### src/rtl/xor_crypt_pkg.sv
// Shared types and constants for the repeating-key XOR stream engine.
package xor_crypt_pkg;
    localparam int KEY_BYTES_DEF = 16;
    localparam int KEY_AW        = $clog2(KEY_BYTES_DEF);
    localparam int BYTE_W        = 8;

    typedef enum logic [1:0] {
        IDLE  = 2'd0,
        RUN   = 2'd1,
        DRAIN = 2'd2
    } state_e;
endpackage

### src/rtl/xor_8.sv
// 8-bit XOR cell: y = a ^ b, purely combinational.
module xor_8 (
    input  logic [7:0] a_i,
    input  logic [7:0] b_i,
    output logic [7:0] y_o
);
    assign y_o = a_i ^ b_i;
endmodule

### src/rtl/xor_key_bank.sv
// Key register file with write port, wrapping key index and read mux.
// The index restarts at 0 on load and wraps after reaching the latched key length.
module xor_key_bank
    import xor_crypt_pkg::*;
#(
    parameter int KEY_BYTES = KEY_BYTES_DEF,
    parameter int AW        = $clog2(KEY_BYTES)
) (
    input  logic              clk_i,
    input  logic              rst_i,
    input  logic              wr_en_i,
    input  logic [AW-1:0]     wr_addr_i,
    input  logic [BYTE_W-1:0] wr_data_i,
    input  logic              load_i,
    input  logic [AW-1:0]     klen_i,
    input  logic              adv_i,
    output logic [BYTE_W-1:0] key_o
);
    logic [BYTE_W-1:0] key_q [KEY_BYTES];
    logic [AW-1:0]     idx_q;
    logic [AW-1:0]     klen_q;

    always_ff @(posedge clk_i) begin
        if (rst_i) begin
            for (int i = 0; i < KEY_BYTES; i++) begin
                key_q[i] <= '0;
            end
            idx_q  <= '0;
            klen_q <= '0;
        end else begin
            if (wr_en_i) begin
                key_q[wr_addr_i] <= wr_data_i;
            end
            if (load_i) begin
                klen_q <= klen_i;
                idx_q  <= '0;
            end else if (adv_i) begin
                idx_q <= (idx_q == klen_q) ? '0 : idx_q + AW'(1);
            end
        end
    end

    assign key_o = key_q[idx_q];
endmodule

### src/rtl/xor_stream_ctrl.sv
// Repeating-key XOR stream controller: IDLE/RUN/DRAIN FSM, length counter, registered output.
// Optional build macro XOR_CHAIN_EN adds output chaining and the DECRYPT port.
module xor_stream_ctrl
    import xor_crypt_pkg::*;
#(
    parameter int KEY_BYTES = KEY_BYTES_DEF,
    parameter int LEN_W     = 16
) (
    input  logic                         CLK,
    input  logic                         RST,
    input  logic                         KEY_WR,
    input  logic [$clog2(KEY_BYTES)-1:0] KEY_ADDR,
    input  logic [7:0]                   KEY_DATA,
    input  logic [$clog2(KEY_BYTES)-1:0] KEY_LEN_M1,
    input  logic                         START,
    input  logic [LEN_W-1:0]             MSG_LEN,
`ifdef XOR_CHAIN_EN
    input  logic                         DECRYPT,
`endif
    input  logic                         IN_VALID,
    output logic                         IN_READY,
    input  logic [7:0]                   IN_DATA,
    output logic                         OUT_VALID,
    input  logic                         OUT_READY,
    output logic [7:0]                   OUT_DATA,
    output logic                         OUT_LAST,
    output logic                         BUSY,
    output logic                         DONE
);
    localparam int AW = $clog2(KEY_BYTES);

    state_e            state_q, state_d;
    logic [LEN_W-1:0]  remaining_q, remaining_d;
    logic              out_vld_q, out_vld_d;
    logic [BYTE_W-1:0] out_dat_q, out_dat_d;
    logic              out_last_q, out_last_d;
    logic              done_q, done_d;
    logic              in_rdy, busy;
    logic [BYTE_W-1:0] key_byte, mix_key, xor_res;

    wire start_ok  = (state_q == IDLE) && START;
    wire start_run = start_ok && (MSG_LEN != '0);
    wire accept    = IN_VALID && in_rdy;
    wire out_hs    = out_vld_q && OUT_READY;
    wire last_in   = (remaining_q == LEN_W'(1));

    // Key writes are gated to IDLE so the bank is frozen for a running message.
    xor_key_bank #(
        .KEY_BYTES (KEY_BYTES),
        .AW        (AW)
    ) u_key_bank (
        .clk_i     (CLK),
        .rst_i     (RST),
        .wr_en_i   (KEY_WR && (state_q == IDLE)),
        .wr_addr_i (KEY_ADDR),
        .wr_data_i (KEY_DATA),
        .load_i    (start_run),
        .klen_i    (KEY_LEN_M1),
        .adv_i     (accept),
        .key_o     (key_byte)
    );

`ifdef XOR_CHAIN_EN
    logic [BYTE_W-1:0] chain_q, chain_d;
    logic              decrypt_q, decrypt_d;

    always_comb begin
        chain_d   = chain_q;
        decrypt_d = decrypt_q;
        if (start_ok) begin
            chain_d   = '0;
            decrypt_d = DECRYPT;
        end else if (accept) begin
            chain_d = decrypt_q ? IN_DATA : xor_res;
        end
    end

    always_ff @(posedge CLK) begin
        if (RST) begin
            chain_q   <= '0;
            decrypt_q <= 1'b0;
        end else begin
            chain_q   <= chain_d;
            decrypt_q <= decrypt_d;
        end
    end

    assign mix_key = key_byte ^ chain_q;
`else
    assign mix_key = key_byte;
`endif

    xor_8 u_xor (
        .a_i (IN_DATA),
        .b_i (mix_key),
        .y_o (xor_res)
    );

    always_ff @(posedge CLK) begin
        if (RST) begin
            state_q <= IDLE;
        end else begin
            state_q <= state_d;
        end
    end

    always_comb begin
        state_d = state_q;
        case (state_q)
            IDLE:    if (start_run) state_d = RUN;
            RUN:     if (accept && last_in) state_d = DRAIN;
            DRAIN:   if (out_hs) state_d = IDLE;
            default: state_d = IDLE;
        endcase
    end

    always_comb begin
        in_rdy = (state_q == RUN) && (!out_vld_q || OUT_READY);
        busy   = (state_q != IDLE);
    end

    always_comb begin
        remaining_d = remaining_q;
        out_vld_d   = out_vld_q;
        out_dat_d   = out_dat_q;
        out_last_d  = out_last_q;
        if (start_run) begin
            remaining_d = MSG_LEN;
        end else if (accept) begin
            remaining_d = remaining_q - LEN_W'(1);
        end
        if (accept) begin
            out_vld_d  = 1'b1;
            out_dat_d  = xor_res;
            out_last_d = last_in;
        end else if (out_hs) begin
            out_vld_d  = 1'b0;
            out_last_d = 1'b0;
        end
        done_d = (start_ok && (MSG_LEN == '0)) || ((state_q == DRAIN) && out_hs);
    end

    always_ff @(posedge CLK) begin
        if (RST) begin
            remaining_q <= '0;
            out_vld_q   <= 1'b0;
            out_dat_q   <= '0;
            out_last_q  <= 1'b0;
            done_q      <= 1'b0;
        end else begin
            remaining_q <= remaining_d;
            out_vld_q   <= out_vld_d;
            out_dat_q   <= out_dat_d;
            out_last_q  <= out_last_d;
            done_q      <= done_d;
        end
    end

    assign IN_READY  = in_rdy;
    assign BUSY      = busy;
    assign OUT_VALID = out_vld_q;
    assign OUT_DATA  = out_dat_q;
    assign OUT_LAST  = out_last_q;
    assign DONE      = done_q;
endmodule
### config.mk
export PLATFORM = sky130hd
export DESIGN_NAME = xor_stream_ctrl
export DESIGN_NICKNAME = d
export VERILOG_FILES = /design/src/rtl/xor_crypt_pkg.sv /design/src/rtl/xor_8.sv /design/src/rtl/xor_key_bank.sv /design/src/rtl/xor_stream_ctrl.sv
export SDC_FILE = /design/constraint.sdc
export NUM_CORES = 1
export LEC_CHECK = 0
export CORE_UTILIZATION = 58
export DETAILED_ROUTE_END_ITERATION = 12
export GPL_TIMING_DRIVEN = 0
export PLACE_DENSITY = 0.89
export SLEW_MARGIN = 20
export SYNTH_ARGS = -nofsm -noshare
export SYNTH_HDL_FRONTEND = slang
export SYNTH_SLANG_ARGS = --single-unit
### constraint.sdc
create_clock -name CLK -period 4.1 [get_ports CLK]
set_input_delay 0.615 -clock CLK [delete_from_list [all_inputs] [get_ports CLK]]
set_output_delay 0.615 -clock CLK [all_outputs]
set_load 0.03 [all_outputs]
Word-level counts from Yosys, hierarchy flattened
Memories as Yosys holds them, arrays and structs flattened. A register that Yosys moved wholly into a read port is not among the register bits.
Cells that the tools add are included.

storage, ports and cells
  flip-flop bits (word level) = 37
  bits in writable memories = 128
  output and inout port bits = 13
  memories kept = 1

memories
  memory            depth  width  read ports  clocked after memory_dff  write ports  line                RTL
  u_key_bank.key_q  16     8      1           1                         16           xor_key_bank.sv:19  logic [BYTE_W-1:0] key_q [KEY_BYTES];

operators by class
  add/sub/neg operators = 2
  eq/ne operators = 7
  multiplexer cells = 20
  bitwise operators = 1
  reductions and logical operators = 21

operators with widths
  cell                   count
  $mux 16                2
  $eq 16x1->1 const B    1
  $logic_not 16->1       1
  $mux 4                 4
  $reduce_bool 16->1     1
  $sub 16x1->16 const B  1
  $logic_and 1x1->1      9
  $mux 1                 9
  $mux 8                 1
  $reduce_or 8->1        1
  $xor 8x8->8            1
  $mux 2                 3
  $ne 2x2->1 const B     3
  $pmux 2 s3             1
  $reduce_bool 2->1      3
  $add 4x1->4 const B    1
  $eq 4x4->1             1
  $reduce_and 3->1       1
  $eq 2x1->1 const B     1
  $eq 2x2->1 const B     1
  $logic_not 2->1        1
  $logic_or 1x1->1       2
  $reduce_or 2->1        1
  $logic_not 1->1        1

Longest topological paths before layout
Gate-level depths: netlist of the first run.

  word-level depth = 7
  depth in mapped cells = 6

Hierarchy
A second synthesis of the first run with hierarchy kept.

unflattened totals
  cell total of the unflattened synthesis = 616
  area, all modules = 8002.7 sq um

by module, submodules not included
  module           times used  cells an instance  area an instance (sq um)  seq. area each (sq um)
  xor_key_bank     1           420                6413.7                    4083.9
  xor_stream_ctrl  1           188                1519.0                    580.6
  xor_8            1           8                  70.1                      0.0

Worst setup path after synthesis of the first run
Ideal clock, no wire load.

  path type = input port to flip-flop
  from = in RST
  to = mem u_key_bank.key_q[2][0] (enable)
  arrival = 2.192 ns
  data required time = 3.716 ns
  slack = 1.524 ns
  cell stages on the path = 4
  cell sequence = nor4b_2 or3b_2 clkbuf_1 o21ai_0

RTL lines
  element      line                   RTL
  from (decl)  xor_stream_ctrl.sv:10  input logic RST,
  to (decl)    xor_key_bank.sv:19

==> results.md, run 1 <==
* PwrDens at 425.4 nW/um2
* Critical Path, Cell by Cell: clkdlybuf4s50_1 -> nor4b_2 -> nand3_1 -> nor3_1 -> or2_2
* Quantity of gates resized following cts at 0
* Global-route wire length before repair at about 31000 um
* Switching part of the total power at 23.69%
* Vias in the first global route at roughly 5600
* Setup violation total in the final timing report at 0
* Critical-path top delay cell: nor3_1
* Number of warning messages in the yosys log at 0
* Setup TNS after final layout at 0 ns
* Mean instance size in the synthesized netlist at 12.79 um2
* Routed vias/inst at 6.446
* FFs w/ async S/R, synth at 0%
* Summed area of non-filler cells in the final layout at 9283 um2
* I/O pin count at between 50 and 60
* Layout-stage area growth over the synthesis result at 17.78%
* Std-Cell Rows at 42
* Max rail drop VDD at ~0.37 mV
* Relative max-transition margin at 29.03%
* Clock tree from TritonCTS: built
* First-pass iteration count of the detailed router at 5
* Worst Setup Path Type: in2reg
* Iteration-0 DRC count of the detailed router at 903
* Leakage at 3.231 nW
* Hold Violations, Final at 0
* Nature of the critical path endpoint: register
* Nets in the synthesized netlist at 665
* DP Cell Count at 850
* Leading cell types by total area after synthesis: edfxtp_1, and2_1, dfxtp_1
* Library cell occupying the most area in the post-synthesis netlist: edfxtp_1
* Run status: finished clean
* Core Region at 13240 um2
* Synth Instances at 616
* Cell depth of the worst flop-to-flop path at 4
* Part of the total power dissipated in sequential elements at 49.3%
* Drt wl/cell at 22.49 um
* Capture instance of the worst register-to-register path: u_key_bank.key_q[12][3]
* Setup bufs post-CTS at 0
* Reg2reg setup slack at 1.15 ns
* Post-Route WL at around 20000 um
* Clock insertion delay at the later pin of the skew report at between 0.4 and 0.5 ns
* Floorplan die area at 14060 um2
* Logic pwr share at 9.3%
* Post-route clock skew at 0.009674 ns
* Tcrit/Tclk final at between 70% and 80%
* Total area of multi-input combinational cells at ~3100 um2
* Clk root buf: clkbuf_16
* Data arrival time of the critical path at approximately 3.3 ns
* Post-synthesis instance area at 7881 um2
* Hold Path End: u_key_bank.klen_q[2]
* Number of enable flip-flop cells after synthesis at 128
* Worst Min Path Start: u_key_bank.klen_q[2]
* Nets at about 740
* Worst Hold Class: reg2reg
* Overall die width at 118.6 um
* Clock sinks at 169
* RSZ-0062 raised after global routing: false
* Register clock-pin slew on the reported worst setup and hold paths at approximately 0.06 ns
* Critical R2R Launch: state_q[1]
* Crit Path Max Fanout at 9
* Antenna-violating nets left at 0
* Count of distinct cell types in the synthesized netlist at 53
* CTS buffer count at 17
* Max-cap violations at 0
* Fraction of final layout cells with drive strength greater than 1 at around an eighth
* Slew at the pin closest to its max-slew limit at between 1 and 1.5 ns
* Delay of the slowest cell on the worst path at 0.79 ns
* Cell count of the worst hold path at 2
* Number of buffers on the longest clock path at 2
* Gp weighted congestion at roughly 0.95
* Pins Over Slew Limit at 0
* Min cycle time layout at 3.179 ns
* Number of fill cells at 875
* Total track usage at 29.55%
* Max Fclk at 314.5 MHz
* Initial antenna violation count at 2
* Die boundary height at 118.6 um
* Level count of the clock H-tree at 4
* Most common cell after layout, fill and taps aside: and2_1
* Sequential cell area in the final layout at roughly 4700 um2
* Effective utilization at floorplan at between 50 and 60%
* Share of total power in the clock network at 41.4%
* Register area share after synthesis at around three fifths
* Layout Cells excl Fill at between 800 and 900
* Synth Flop Type: edfxtp_1
* Synth top area share at 48.77%
* Total of buffers placed on input and output ports at 58
* Sum of net half-perimeters after detailed placement at 13770 um
* Synth Register Bits at between 150 and 200
* Grt total ovfl at 0
* Net switching component of the power at 935.2 uW
* Cell internal pwr at 3.013 mW
* Number of DRC violations after detailed routing at 0
* Req. time, crit path at 4.22 ns
* Via count at between 5000 and 6000
* Commonest non-fill, non-tap cells in the layout: and2_1, edfxtp_1, clkdlybuf4s50_1
* Cell area after placement at 8682 um2
* Startpoint Class: primary input
* Maximum number of pins on one net before global-route repair at 17
* Post-cts hold buffer count at 0
## power groups by stage
stage / logic [mW] / clock network, mW / registers, mW
floorplan: 0.196 / 0 / 1.98
global placement: 0.342 / 0 / 1.98
detailed placement: 0.355 / 0 / 1.98
CTS: 0.358 / 1.64 / 1.95
global route: 0.389 / 1.70 / 1.95
finish: 0.366 / 1.64 / 1.95
## metal layers
metal	up-vias	part of all wire (%)	wire length, um	track usage [%]
li1	2497	-	-	-
met1	2750	38	7473	37.01
met2	382	49	9674	47.70
met3	63	11	2100	8.977
met4	0	3.1	614	12.58
met5	-	0	0	0
## registers in the layout, summed over array words and instances (netlist names), named ones only
signal / flops
u_key_bank.idx_q: 4
OUT_LAST: 1
state_q: 2
DONE: 1
OUT_DATA: 8
remaining_q: 16
u_key_bank.klen_q: 4
u_key_bank.key_q: 128
OUT_VALID: 1
## cells in the mapped netlist, types with 16 or more instances
library cell,number
nand3_1,19
and2_1,132
dfxtp_1,41
clkbuf_1,31
o21ai_0,19
a21oi_1,16
nor2_1,27
mux4_2,32
a22oi_1,18
edfxtp_1,128
nand2_1,24
## final cells by class
type	instances	share of cell area [%]
antenna	1	0.02696
buffer	36	1.523
clock buffer	18	4.623
clock inverter	14	1.820
inverter	5	0.2022
multi-input combinational	406	32.93
sequential	169	50.25
tap	176	2.372
timing repair buffer	58	6.254
## logic make-up (layout without fill, tap and decap cells)
kind of cell,Yosys count,in the layout,synth area share (%)
AOI/OAI and AO/OA,100,100,8.700
xor gates and xnor gates,5,5,0.5556
adders and majority gates,3,3,0.4763
buffers and inverters,41,131,2.032
DFF,169,169,59.18
muxes,36,36,9.684
other,0,1,0
and+or+nand+nor,262,262,19.37
## metrics by stage
step                      hold slack (ns)  power (mW)  utilization [%]  setup slack (ns)
after detailed placement           0.4664       2.338            65.56            0.3344
after CTS                          0.4794       3.942            70.08            0.7713
after floorplan                    0.4483       2.176                -             1.524
after global routing               0.5077       4.045            70.10            0.7875
after global placement             0.4580       2.320            65.56            0.3500
final                              0.4800       3.948            70.10            0.9208
## worst max path at each step
stage	slack, ns	to	start	cells after the start
floorplan	1.52	u_key_bank.key_q[2][0]	RST	4
global placement	0.35	u_key_bank.key_q[2][5]	RST	5
detailed placement	0.33	u_key_bank.key_q[3][0]	RST	5
CTS	0.77	u_key_bank.key_q[3][7]	RST	5
global route	0.79	u_key_bank.key_q[12][6]	RST	5
finish	0.92	u_key_bank.key_q[12][3]	RST	5
## worst max-delay path, delay by kind of cell
family	cells	cell delay, ns
buf+inv	1	0.46
simple gates	4	2.21
No activity file was read; power rests on OpenSTA's default activity.
==> run 2, diff against run 1 <==
==> constraint.sdc (replaced) <==
create_clock -name CLK -period 3 [get_ports CLK]
set_input_delay 0.45 -clock CLK [delete_from_list [all_inputs] [get_ports CLK]]
set_output_delay 0.45 -clock CLK [all_outputs]
set_load 0.03 [all_outputs]
==> run 2 against run 1 <==
Against the previous run: clock power is 37% higher; sequential cell count stayed put; clock skew hardly changed; combinational power is 36% higher; final cell count stayed put; non-clock buffer count stayed put; sequential power is 36% higher; routed wire length is 0.24% lower; sequential share of layout area is 0.074 points lower; utilization is 0.10 points higher; first-iteration DRC count is 5.9% lower; cell area is 0.15% higher; highest routed layer unchanged.
==> results.md, run 2 (synthesis results as in run 1) <==
* Run status: finished clean (unchanged)
* Overall die width at 118.6 um (unchanged)
* Pins Over Slew Limit at 0 (unchanged)
* Fraction of final layout cells with drive strength greater than 1 at 12.18% (was 11.76%)
* Maximum number of pins on one net before global-route repair at 17 (unchanged)
* Grt total ovfl at 0 (unchanged)
* Nature of the critical path endpoint: register (unchanged)
* WP buf/inv at 1 (unchanged)
* Reg2reg setup slack at 0.12 ns (was 1.15 ns)
* Hold Path End: u_key_bank.klen_q[2] (unchanged)
* Max Fclk at about 340 MHz
* Critical R2R Launch: state_q[1] (unchanged)
* Post-Route WL at 19820 um (was 19860 um)
* Delay of the slowest cell on the worst path at 0.98 ns (was 0.79 ns)
* Die boundary height at 118.6 um (unchanged)
* Post-route clock skew at 0.009189 ns (was 0.009674 ns)
* Capture instance of the worst register-to-register path: u_key_bank.key_q[10][3] (was u_key_bank.key_q[12][3])
* Crit Path Max Fanout at 8 (was 9)
* Worst Min Path Start: u_key_bank.klen_q[2] (unchanged)
* Clock sinks at 169 (unchanged)
* Relative max-transition margin at 26.65% (was 29.03%)
* Register name with the most flops: u_key_bank.key_q (unchanged)
* Register clock-pin slew on the reported worst setup and hold paths at 0.06 ns (about the same)
* Initial antenna violation count at 2 (unchanged)
* Gp weighted congestion at 0.9453 (unchanged)
* Clk root buf: clkbuf_16 (unchanged)
* Total of buffers placed on input and output ports at 58 (unchanged)
* Worst Setup Path Type: in2reg (unchanged)
* Sum of net half-perimeters after detailed placement at 13770 um (unchanged)
* Layout-stage area growth over the synthesis result at 17.96% (was 17.78%)
* Std-Cell Rows at 42 (unchanged)
* Post-cts hold buffer count at 0 (unchanged)
* Tcrit/Tclk final at 97.45%
* Effective utilization at floorplan at 59.51% (unchanged)
* Most common cell after layout, fill and taps aside: and2_1 (unchanged)
* Global-route wire length before repair at 30550 um (unchanged)
* Worst Setup Slack, final at 0.07656 ns (was 0.9208 ns)
* Total track usage at 29.55% (unchanged)
* Slew at the pin closest to its max-slew limit at 1.089 ns (was 1.053 ns)
* Data arrival time of the critical path at 2.98 ns (was 3.30 ns)
* First-pass iteration count of the detailed router at 7 (was 5)
* Critical Path, Cell by Cell: clkdlybuf4s50_1 -> nor4b_2 -> nand3b_1 -> o21ai_0 (was clkdlybuf4s50_1 -> nor4b_2 -> nand3_1 -> nor3_1 -> or2_2)
* Setup TNS after final layout at 0 ns (unchanged)
* Post-layout utilization of the core at 70.20% (was 70.10%)
* Cell count of the worst hold path at 2 (unchanged)
* Number of DRC violations after detailed routing at 0 (unchanged)
* Min cycle time layout at ~3 ns
* Iteration-0 DRC count of the detailed router at 850 (was 903)
* Clock tree from TritonCTS: built (unchanged)
* Level count of the clock H-tree at 4 (unchanged)
* Vias in the first global route at 5616 (unchanged)
* Req. time, crit path at 3.06 ns (was 4.22 ns)
* Routed vias/inst at 6.553 (was 6.446)
* Setup violation total in the final timing report at 0 (unchanged)
* PwrDens at 580.8 nW/um2 (was 425.4 nW/um2)
* Critical-path top delay cell: o21ai_0 (was nor3_1)
* Cell depth of the worst flop-to-flop path at 3 (was 4)
* Cell area after placement at 8682 um2 (unchanged)
* Floorplan die area at 14060 um2 (unchanged)
* Startpoint Class: primary input (unchanged)
* Max FFs per register at 128 (unchanged)
* Dominant delay contributor by cell family on the critical path: simple AND/OR/NAND/NOR gates (unchanged)
* Max rail drop VDD at 0.5047 mV (was 0.3673 mV)
* Core Region at 13240 um2 (unchanged)
* I/O pin count at 59 (unchanged)
* Nets at 742 (unchanged)
* Hold Violations, Final at 0 (unchanged)
* Clock insertion delay at the later pin of the skew report at 0.44 ns (was 0.43 ns)
* Commonest non-fill, non-tap cells in the layout: and2_1, edfxtp_1, clkdlybuf4s50_1 (unchanged)
* Pre-CTS WS at -0.6006 ns (was 0.3344 ns)
* Worst Hold Class: reg2reg (unchanged)
* Number of buffers on the longest clock path at 2 (unchanged)
* CTS buffer count at 17 (unchanged)
* Leakage at 3.235 nW (was 3.231 nW)
* Antenna-violating nets left at 0 (unchanged)
* Via count at 5786 (was 5692)
* Drt wl/cell at 22.44 um (was 22.49 um)
* Total power after layout at 5.399 mW (was 3.948 mW)
* Summed area of non-filler cells in the final layout at 9296 um2 (was 9283 um2)
* RSZ-0062 raised after global routing: false (unchanged)
* Max-cap violations at 0 (unchanged)
## run 2: worst reg2reg max path, cell delays in order, from the launching register on
cell	delay, ns
dfxtp_1	0.37
nor4b_2	0.69
nand3b_1	0.46
o21ai_0	0.98
## run 2: final cells by class
| class | count | area (um2) |
|---|---|---|
| Sequential cell | 169 | 4664 |
| Fill cell | 872 | 3946 |
| Multi-Input combinational cell | 406 | 3070 |
| Timing Repair Buffer | 58 | 580.6 |
| Clock buffer | 18 | 429.2 |
| Tap cell | 176 | 220.2 |
| Clock inverter | 14 | 168.9 |
| Buffer | 36 | 141.4 |
| Inverter | 5 | 18.77 |
| Antenna cell | 1 | 2.502 |
## run 2: worst max-delay path by stage
stage                     startpoint  slack (ns)  cells after the start                      end
final                            RST        0.08                      4  u_key_bank.key_q[10][3]
after global placement           RST       -0.58                      5   u_key_bank.key_q[2][5]
after global routing             RST       0.006                      5   u_key_bank.key_q[1][4]
after detailed placement         RST       -0.60                      5   u_key_bank.key_q[3][0]
after floorplan                  RST        0.59                      4   u_key_bank.key_q[2][0]
after CTS                        RST        0.05                      5  u_key_bank.key_q[12][3]
## run 2: report_power, final
| part | total [mW] | switching, mW | internal (mW) | leakage (nW) |
|---|---|---|---|---|
| clock | 2.24 | 0.926 | 1.31 | 0.290 |
| sequential | 2.66 | 0.0541 | 2.61 | 1.67 |
| combinational | 0.499 | 0.302 | 0.197 | 1.27 |
| total | 5.40 | 1.28 | 4.12 | 3.23 |
## run 2: what timing repair did
| action | in CTS | in global routing |
|---|---|---|
| setup buffers | 0 | 0 |
| endpoints found under the setup margin | 8 | 24 |
| gates cloned | 0 | 0 |
| gates resized for setup | 1 | 3 |
## run 2: per-layer routing
layer | up-vias | global-route usage [%] | part of all wire, %
met4 | 0 | 12.58 | 3.2
li1 | 2492 | - | -
met2 | 421 | 47.70 | 49
met1 | 2803 | 37.01 | 37
met3 | 70 | 8.977 | 11
met5 | - | 0 | 0
## run 2: metrics by stage
step                instances  hold slack [ns]
finish                    883           0.4800
global route              883           0.5077
CTS                       882           0.4794
detailed placement        850           0.4664
global placement          850           0.4580
floorplan                 616           0.4483
